$ cat src/rtl/multicycle_control.sv
// multicycle_control: Moore control FSM for the multicycle RV64 datapath.
// Strobes are registered from the next state; only ir_write/pc_write follow mem_ready in FETCH.
module multicycle_control #(
  parameter int OPW     = 7,
  parameter int FW      = 4,
  parameter int OPERW   = 4,
  parameter int CNTW    = 32,
  parameter bit EN_ADDI = 1'b1
) (
  input  logic             clk,
  input  logic             rst_n,
  input  logic [OPW-1:0]   Opcode,
  input  logic [FW-1:0]    Funct,
  input  logic             mem_ready,
  output logic             ir_write,
  output logic             pc_write,
  output logic             pc_write_cond,
  output logic             mem_read,
  output logic             mem_write,
  output logic             reg_write,
  output logic             mem_to_reg,
  output logic             iord,
  output logic             pc_source,
  output logic             alu_src_a,
  output logic [1:0]       alu_src_b,
  output logic [OPERW-1:0] Operation,
  output logic [3:0]       state,
  output logic             illegal,
  output logic [CNTW-1:0]  retired
);
  typedef enum logic [3:0] {
    FETCH = 4'd0, DECODE = 4'd1, MEMADR = 4'd2, MEMRD = 4'd3, MEMWB = 4'd4,
    MEMWR = 4'd5, EXEC = 4'd6, ALUWB = 4'd7, BRANCH = 4'd8, ILLEGAL = 4'd9
  } state_e;
  typedef enum logic [2:0] {K_R, K_ADDI, K_LD, K_SD, K_BEQ, K_BAD} kind_e;
  localparam logic [OPERW-1:0] OP_ADD = OPERW'(4'b0010);
  localparam logic [OPERW-1:0] OP_SUB = OPERW'(4'b0110);
  localparam logic [OPERW-1:0] OP_AND = OPERW'(4'b0000);
  localparam logic [OPERW-1:0] OP_OR  = OPERW'(4'b0001);
  localparam int CW = 11 + OPERW;
  localparam logic [CW-1:0] CTL_RST = {8'b0100_0000, 2'b01, OP_ADD, 1'b0};
  state_e          state_q, state_d;
  logic [OPW-1:0]  op_q, op_d;
  logic [FW-1:0]   fn_q, fn_d;
  kind_e           kind;
  logic [OPERW-1:0] r_op;
  logic [CW-1:0]   ctl_q, ctl_d;
  logic [CNTW-1:0] retired_q;
  logic            retire;
  always_comb begin
    op_d = state_q == DECODE ? Opcode : op_q;
    fn_d = state_q == DECODE ? Funct : fn_q;
    kind = op_d == OPW'(7'b0110011)
             ? (fn_d inside {FW'(4'b0000), FW'(4'b1000), FW'(4'b0111), FW'(4'b0110)} ? K_R : K_BAD)
         : op_d == OPW'(7'b0010011) ? (EN_ADDI && fn_d[2:0] == 3'b000 ? K_ADDI : K_BAD)
         : op_d == OPW'(7'b0000011) ? K_LD
         : op_d == OPW'(7'b0100011) ? K_SD
         : op_d == OPW'(7'b1100011) ? K_BEQ : K_BAD;
    r_op = fn_d == FW'(4'b1000) ? OP_SUB
         : fn_d == FW'(4'b0111) ? OP_AND
         : fn_d == FW'(4'b0110) ? OP_OR : OP_ADD;
    state_d = FETCH;
    case (state_q)
      FETCH:  state_d = mem_ready ? DECODE : FETCH;
      DECODE: state_d = kind inside {K_LD, K_SD} ? MEMADR
                      : kind inside {K_R, K_ADDI} ? EXEC
                      : kind == K_BEQ ? BRANCH : ILLEGAL;
      MEMADR: state_d = kind == K_SD ? MEMWR : MEMRD;
      MEMRD:  state_d = mem_ready ? MEMWB : MEMRD;
      MEMWR:  state_d = mem_ready ? FETCH : MEMWR;
      EXEC:   state_d = ALUWB;
      default: state_d = FETCH;
    endcase
    retire = state_q inside {MEMWB, ALUWB, BRANCH} || (state_q == MEMWR && mem_ready);
    // Outputs of the state being entered, so the registered strobes line up with state_q
    ctl_d = {
      state_d == BRANCH,
      state_d inside {FETCH, MEMRD},
      state_d == MEMWR,
      state_d inside {MEMWB, ALUWB},
      state_d == MEMWB,
      state_d inside {MEMRD, MEMWR},
      state_d == BRANCH,
      state_d inside {MEMADR, EXEC, BRANCH},
      state_d == FETCH ? 2'b01
        : (state_d inside {DECODE, MEMADR} || (state_d == EXEC && kind == K_ADDI)) ? 2'b10 : 2'b00,
      state_d inside {FETCH, DECODE, MEMADR} ? OP_ADD
        : state_d == BRANCH ? OP_SUB
        : state_d == EXEC ? (kind == K_ADDI ? OP_ADD : r_op) : OP_AND,
      state_d == ILLEGAL
    };
  end
  always_ff @(posedge clk or negedge rst_n) begin
    if (!rst_n) begin
      state_q   <= FETCH;
      op_q      <= '0;
      fn_q      <= '0;
      ctl_q     <= CTL_RST;
      retired_q <= '0;
    end else begin
      state_q   <= state_d;
      op_q      <= op_d;
      fn_q      <= fn_d;
      ctl_q     <= ctl_d;
      retired_q <= retired_q + CNTW'(retire);
    end
  end
  assign {pc_write_cond, mem_read, mem_write, reg_write, mem_to_reg, iord, pc_source,
          alu_src_a, alu_src_b, Operation, illegal} = ctl_q;
  assign ir_write = state_q == FETCH && mem_ready;
  assign pc_write = state_q == FETCH && mem_ready;
  assign state    = state_q;
  assign retired  = retired_q;
endmodule

$ cat config.mk
export PLATFORM = sky130hd
export DESIGN_NAME = multicycle_control
export DESIGN_NICKNAME = d
export VERILOG_FILES = /design/src/rtl/multicycle_control.sv
export SDC_FILE = /design/constraint.sdc
export NUM_CORES = 1
export LEC_CHECK = 0
export CAP_MARGIN = 20
export CORE_UTILIZATION = 50
export CTS_BUF_LIST = sky130_fd_sc_hd__clkbuf_8
export DETAILED_ROUTE_END_ITERATION = 8
export GPL_TIMING_DRIVEN = 0
export HOLD_SLACK_MARGIN = 0.12
export PLACE_DENSITY = 0.81
export SLEW_MARGIN = 10
export SYNTH_ARGS = -nofsm -noshare
export SYNTH_HDL_FRONTEND = slang
export SYNTH_SLANG_ARGS = --single-unit
$ cat constraint.sdc
create_clock -name clk -period 4.8 [get_ports clk]
set_input_delay 0.72 -clock clk [delete_from_list [all_inputs] [get_ports clk]]
set_output_delay 0.72 -clock clk [all_outputs]
set_load 0.03 [all_outputs]
**Word-level counts from Yosys, hierarchy flattened**

Index checks and enable logic that the tools add are counted.

- Mux-type cells: 26
- Reductions and logical operators: 20
- Add/subtract/negate cells: 1
- Equality and inequality tests: 29

Operators with widths:

| kind | number |
|---|---|
| $mux W3 | 14 |
| $eq A4 B3 Y1 const B | 10 |
| $add A32 B1 Y32 | 1 |
| $pmux W4 S6 | 1 |
| $eq A4 B2 Y1 const B | 4 |
| $eq A4 B4 Y1 const B | 4 |
| $eq A7 B6 Y1 const B | 2 |
| $logic_not A4 Y1 | 3 |
| $mux W4 | 3 |
| $reduce_bool A2 Y1 | 6 |
| $reduce_bool A3 Y1 | 3 |
| $eq A4 B1 Y1 const B | 2 |
| $mux W2 | 4 |
| $eq A7 B2 Y1 const B | 1 |
| $eq A7 B5 Y1 const B | 1 |
| $eq A7 B7 Y1 const B | 1 |
| $mux W7 | 1 |
| $eq A3 B2 Y1 const B | 2 |
| $logic_not A3 Y1 | 2 |
| $reduce_bool A4 Y1 | 1 |
| $eq A3 B1 Y1 const B | 1 |
| $eq A3 B3 Y1 const B | 1 |
| $logic_and A1 B1 Y1 | 3 |
| $mux W1 | 3 |
| $logic_or A1 B1 Y1 | 2 |

- Register bits: 62
- Output and inout bits: 53

**Depth between registers and ports, before layout**

Gate-level depths: netlist of the first run.

- Word-level depth: 18
- Gate-level depth with buffers: 12
- Depth with buffers taken out: 11

**Least setup slack after synthesis of the first run**

OpenSTA, ideal clock, no wires.

- Kind: reg-to-reg
- Start point: register state_q[1], in the netlist state[1]
- End point: register retired_q[20], in the netlist retired[20]
- Stages on the path, launching flop included: 13
- Data required time: 4.666 ns
- Arrival time: 2.651 ns
- Library setup time: 0.134 ns
- Setup slack: 2.014 ns
- Cells stage by stage: dfrtp_1 > clkbuf_1 > o21ai_0 > o21ai_0 > nand2_1 > o21ai_0 > ha_1 > ha_1 > nand2_1 > nor2_1 > nand2_1 > or3_1 > xnor2_1

- Word-level cells in the longest chain between the ends: 4

RTL lines:

| element | RTL line | text |
|---|---|---|
| from (decl) | 42 | `state_e state_q, state_d;` |
| from (signal assigned) | 101 | `state_q <= state_d;` |
| $eq A4 B3 Y1 / $eq A4 B4 Y1 (equally long branches) | 74 | `retire = state_q inside {MEMWB, ALUWB, BRANCH} \|\| (state_q == MEMWR && mem_ready);` |
| $reduce_bool A3 Y1 / $logic_and A1 B1 Y1 (equally long branches) | 74 |  |
| $logic_or A1 B1 Y1 * | 74 |  |
| $add A32 B1 Y32 * | 105 | `retired_q <= retired_q + CNTW'(retire);` |
| to (signal assigned) | 105 |  |
| to (decl) | 48 | `logic [CNTW-1:0] retired_q;` |

Every way passes the cells marked *; elsewhere a longest branch is shown, timed or not.

**Worst setup path in the final report of the first run**

- Start point: input mem_ready
- End point: register retired_q[20], in the netlist retired[20]

- Word-level cells in the longest chain between the ends: 3

RTL lines:

| element | RTL line | text |
|---|---|---|
| from (decl) | 14 | `input logic mem_ready,` |
| $logic_and A1 B1 Y1 | 74 |  |
| $logic_or A1 B1 Y1 | 74 |  |
| $add A32 B1 Y32 | 105 |  |

Every way passes these cells.

==> reports/qor.txt, run 1 <==
Type of the most critical hold path: input port to async pin
Die W: 75.8 um
Register bit count reported by yosys: 60
Max stage delay on crit path: 0.57 ns
# IOs: 67
Mapped Area: 0.00272 mm^2
Clk pwr share: 24.5%
Setup WS pre-CTS: 1.25 ns
Total gr overflow: 0
First-pass GRT wire length: 8740 um
Most common cell after layout, fill and taps aside: clkdlybuf4s50_1
Ys flop type: dfrtp_1
Worst Path Arrival: 3.47 ns
Tmin final: 3.26 ns
Via count: 2,176
Area of placed instances: 0.00346 mm^2
GPL Wtd Cong: 0.889
Critical setup path kind: input port to flop
Setup Fix Bufs, Post-CTS: 0
Final-report setup violation count: 0
Leakage: 1.64 nW
Die Ht: 75.8 um
Initial antenna violation count: 0
Seq/Total Area, Yosys: 55.3%
Post-synthesis instance total: 259
FF-to-FF path depth: 12
Number of buffers added on ports: 65
CP endpoint kind: flop
Comb power frac: 32.7%
Sw power: 0.556 mW
Commonest non-fill, non-tap cells in the layout: clkdlybuf4s50_1, dfrtp_1, nand2_1, xnor2_1
Final TNS setup: 0 ns
Pin count of the biggest net entering global routing: 61
Status: complete, no violations
Critical path required time: 5.01 ns
Max Cap Violations: 0
Final hold vios: 0
Drt drc: 0
Internal power: 1.03 mW
Unrepaired setup endpoints after global routing: no
CTS root buf: clkbuf_8
Initial drt markers: 159
Clock-pin slew on the worst setup and hold paths: 0.06 ns
Post-Route Skew: 0.00826 ns
Share of cells above drive strength 1: 8.55%
Pwr Total: 1.58 mW
Post-synth EDFFs: 0
Post-DR vias/cell: 5.32
Max_slew headroom: 50.6%
Core footprint: 0.00517 mm^2
Number of buffers created by CTS: 9
Die ar.: 0.00574 mm^2
Mapped Nets: 275
Yosys cell types: 50
WL/cell: 13.5 um
Worst Slack Setup Final: 1.54 ns
Nets@finish: 351
PwrDens: 436 mW/mm^2
Switching share of power: 35.1%
CTS tree: done
Fillcell total: 372
Ys Warns: 0
Async SR Flop Fraction: 100%
CP cell instances: clkdlybuf4s50_1 -> o21ai_0 -> o21ai_0 -> nand2_1 -> o21ai_0 -> ha_1 -> ha_1 -> nand2_1 -> nor2_1 -> nand2_1 -> or3_1 -> xnor2_1
Sink Count: 60
Drt pass-1 iters: 4
Hold buffer count at cts: 0
Worst Tran Pin Value: 0.740 ns
Htree depth: 3
Critical path peak fanout: 7
Total Routing Usage GR: 20.9%
Crit-path slowest cell: clkdlybuf4s50_1
Design area: 0.00363 mm^2
Vias in the first global route: 1,882
Antenna cells: 0
Worst-Skew Late Latency: 0.33 ns
Top achievable clock speed: 307 MHz
Routed WL: 5530 um
Crit path launch type: input port
VDD IR max: 0.000235 V
Slew Viols, Final: 0
Seq pwr share: 42.8%
Initial core utilization: 52.6%
Layout area overhead: 33.2%
CTS resizes: 0
Post-route ant nets: 0
Row cnt: 26
Final Cycle Share: 67.9%
Post-DP HPWL: 3930 um
Avg Inst Size Synth: 10.5 um^2
Clock Tree Buf Depth: 2
[layout make-up]
class,instances,area (um^2),area share (%)
flip-flops and latches,60,1510,41.5
repair buffers,65,648,17.9
clock inverters,4,17.5,0.483
plain buffers,10,57.6,1.59
inverters,7,26.3,0.724
well taps,70,87.6,2.41
multi-input cells,182,1130,31.3
clock buffers,11,151,4.17
[routing by layer]
layer | track usage [%] | vias to the layer above | part of all wire [%]
met2 | 31.8 | 74 | 48
met5 | 0 | - | 0
met4 | 9.67 | 0 | 1.2
met3 | 5.29 | 6 | 5.7
met1 | 28.1 | 1045 | 45
li1 | - | 1051 | -
[cell families after synthesis]
logic type	synth area share [%]
AO/OA/AOI/OAI	5.01
XOR/XNOR	9.65
adder cells (fa/ha/maj)	0.919
buffers and inverters	3.08
flip-flops	55.3
multiplexers	0.414
other	0.138
AND/OR/NAND/NOR	25.5
[synthesized netlist by cell type (2+ instances only)]
cell      instances  area [um^2]
nor3_1           13         65.1
ha_1              2         25.0
nor4_1            4         25.0
nand2b_1          3         18.8
nor2b_1           2         12.5
and3_1            3         18.8
o21ai_0           3         15.0
nor2_1           11         41.3
xor2_1           12          105
and4_1            3         26.3
dfstp_2           3         78.8
nand3b_1          2         15.0
nor4bb_1          3         30.0
a211o_1           2         17.5
or3_1             2         12.5
buf_4             3         22.5
nand2_1          47          176
a21o_1            2         15.0
clkbuf_1          5         18.8
a21oi_1           2         10.0
nand4b_1          4         35.0
nand3_1          13         65.1
and2_1            3         18.8
o31ai_1           2         15.0
dfrtp_1          57         1430
nand4_1           6         37.5
inv_1             7         26.3
xnor2_1          18          158
[power by group through the flow]
| stage | Clock, mW | Combinational [mW] | Sequential (mW) |
|---|---|---|---|
| 2_1_floorplan | 0 | 0.234 | 0.769 |
| 3_3_place_gp | 0 | 0.506 | 0.681 |
| 3_5_place_dp | 0 | 0.516 | 0.684 |
| 4_1_cts | 0.397 | 0.518 | 0.676 |
| 5_1_grt | 0.421 | 0.563 | 0.692 |
| 6_report | 0.388 | 0.517 | 0.678 |
[critical path, delay by kind of cell]
kind | cells | cell delay, ns
adder cells (fa/ha/maj) | 2 | 0.49
buffers and inverters | 1 | 0.57
AND/OR/NAND/NOR | 5 | 1.22
AO/OA/AOI/OAI | 3 | 0.35
XOR/XNOR | 1 | 0.13
[stage by stage]
| step | hold slack (ns) | cells | utilization (%) |
|---|---|---|---|
| floorplan | 0.424 | 259 | - |
| global placement | 0.457 | 394 | 66.9 |
| detailed placement | 0.460 | 394 | 66.9 |
| CTS | 0.474 | 409 | 70.1 |
| global route | 0.492 | 409 | 70.1 |
| finish | 0.452 | 409 | 70.1 |
[path summary, 6_finish.rpt]
kind | startpoint | end | slack, ns
max | mem_ready | retired[20] | 1.54
min | rst_n | retired[9] | 0.45
max reg2reg | state[1] | retired[20] | 1.72
min reg2reg | retired[31] | retired[31] | 0.47
max in group asynchronous | rst_n | state[1] | 3.88
min in group clk | retired[31] | retired[31] | 0.47
[sequential cells by signal (all words and copies together), names as in the netlist]
signal / cells
ctl_q: 13
fn_q: 4
op_q: 7
retired: 32
state: 4
(Power assumes the default switching activity.)
==> run 2: changes to the inputs <==
==> constraint.sdc (replaced) <==
create_clock -name clk -period 3.1 [get_ports clk]
set_input_delay 0.465 -clock clk [delete_from_list [all_inputs] [get_ports clk]]
set_output_delay 0.465 -clock clk [all_outputs]
set_load 0.03 [all_outputs]
==> run 2 against run 1 <==
  * Die area is the same
  * Sequential share of layout area grew 0.057 points
  * First-iteration DRC count grew 7.5%
  * Core utilization shrank 0.097 points
  * Combinational power grew 52%
==> reports/qor.txt, run 2 (synthesis results as in run 1) <==
Setup Fix Bufs, Post-CTS: 0
Post-route ant nets: 0
R2r endpoint: retired[20]
Final TNS setup: 0 ns
Routed WL: 5500 um
Worst-Skew Late Latency: 0.33 ns
Clock-pin slew on the worst setup and hold paths: 0.06 ns
CTS root buf: clkbuf_8
CP endpoint kind: flop
Tmin final: 2.86 ns
Antenna cells: 0
Total gr overflow: 0
CTS tree: done
Critical path buffers and inverters: 1
Die W: 75.8 um
First-pass GRT wire length: 8740 um
Final-report setup violation count: 0
Via count: 2,146
VDD IR max: 0.000363 V
Reg2Reg Launch Point: state[1]
Final Cycle Share: 92.4%
Hold buffer count at cts: 0
CP cell instances: clkdlybuf4s50_1 -> o21ai_0 -> o21ai_0 -> nand2_1 -> o21ai_0 -> ha_1 -> ha_1 -> nand2_1 -> nor2_2 -> nand2_1 -> or3_1 -> xnor2_1
Flop-to-flop setup slack: 0.32 ns
Unrepaired setup endpoints after global routing: no
Drt pass-1 iters: 4
Layout area overhead: 33.0%
Max_slew headroom: 50.0%
Max stage delay on crit path: 0.56 ns
Pin count of the biggest net entering global routing: 61
CP top delay family: simple AND/OR/NAND/NOR gates
Row cnt: 26
Status: complete, no violations
Nets@finish: 349
GPL Wtd Cong: 0.889
Core footprint: 0.00517 mm^2
Crit-path slowest cell: clkdlybuf4s50_1
Post-Route Skew: 0.00819 ns
Worst Path Arrival: 3.07 ns
Slew Viols, Final: 0
Htree depth: 3
Initial drt markers: 171
Final hold slack: 0.199 ns
Critical setup path kind: input port to flop
Final hold vios: 0
Top achievable clock speed: 349 MHz
Clock Tree Buf Depth: 2
Leakage: 1.64 nW
Type of the most critical hold path: input port to async pin
Drt drc: 0
Critical path peak fanout: 7
Die Ht: 75.8 um
FF-to-FF path depth: 11
Critical path required time: 3.31 ns
PwrDens: 676 mW/mm^2
Max reg flops: 32
Initial antenna violation count: 0
Crit path launch type: input port
Total Routing Usage GR: 20.9%
Share of cells above drive strength 1: 8.90%
Max Cap Violations: 0
Critical Path Source: mem_ready
# IOs: 67
Post-DR vias/cell: 5.27
WL/cell: 13.5 um
Vias in the first global route: 1,882
Number of buffers added on ports: 65
Number of buffers created by CTS: 9
Most common cell after layout, fill and taps aside: clkdlybuf4s50_1
Initial core utilization: 52.6%
Sink Count: 60
Post-DP HPWL: 3930 um
Die ar.: 0.00574 mm^2
Commonest non-fill, non-tap cells in the layout: clkdlybuf4s50_1, dfrtp_1, nand2_1, xnor2_1
Worst Tran Pin Value: 0.740 ns
[run 2: changes by cell type in the layout (fill, tap and decap cells not counted)]
cell / change
nor2_2: +1
clkbuf_1: -2
nor2_1: -1
[run 2: routing by layer]
layer / track usage [%] / wire length, um / up-vias / share of wire [%]
met3: 5.29 / 282 / 6 / 5.1
met4: 9.67 / 69 / 0 / 1.3
met2: 31.8 / 2620 / 72 / 48
li1: - / - / 1047 / -
met1: 28.1 / 2520 / 1021 / 46
met5: 0 / 0 / - / 0
[run 2: timing repair]
action | in CTS | in global routing
resized for setup | 0 | 1
setup endpoints to repair | 0 | 7
hold endpoints to repair | 0 | 0
[run 2: worst max-delay path by stage]
stage                   to  slack [ns]  cells past startpoint
6_report       retired[20]        0.24                     12
5_1_grt        retired[28]       0.004                     12
4_1_cts        retired[20]        0.05                     12
3_5_place_dp   retired[20]       -0.19                     12
3_3_place_gp       op_q[0]       -0.23                      1
2_1_floorplan  retired[20]        0.31                     12
[run 2: power by group]
group / switching, mW / internal (mW)
Clock: 0.282 / 0.321
Combinational: 0.463 / 0.321
Sequential: 0.116 / 0.945
Total: 0.861 / 1.59
[run 2: cell type report]
cell class                 count  area, um^2
clock inverter                 4        17.5
clock buffer                  11         151
fill                         373        1550
tap                           70        87.6
multi-input combinational    182        1140
sequential                    60        1510
timing repair buffer          65         648
inverter                       7        26.3
buffer                         8        50.0
[run 2: worst register-to-register path, delay by kind of cell (launching register included)]
family / cells / cell delay (ns)
AND/OR/NAND/NOR: 5 / 1.08
adder cells (fa/ha/maj): 2 / 0.49
flip-flops: 1 / 0.57
XOR/XNOR: 1 / 0.13
AO/OA/AOI/OAI: 3 / 0.40
[run 2: through the flow]
step / util [%] / setup WS, ns / std cells / total power, mW / area, um^2
6_report: 70.0 / 0.236 / 407 / 2.45 / 3620
4_1_cts: 70.1 / 0.0462 / 409 / 2.46 / 3630
3_5_place_dp: 66.9 / -0.194 / 394 / 1.86 / 3460
5_1_grt: 70.0 / 0.00373 / 407 / 2.59 / 3620
2_1_floorplan: - / 0.314 / 259 / 1.55 / 2720
3_3_place_gp: 66.9 / -0.226 / 394 / 1.84 / 3460
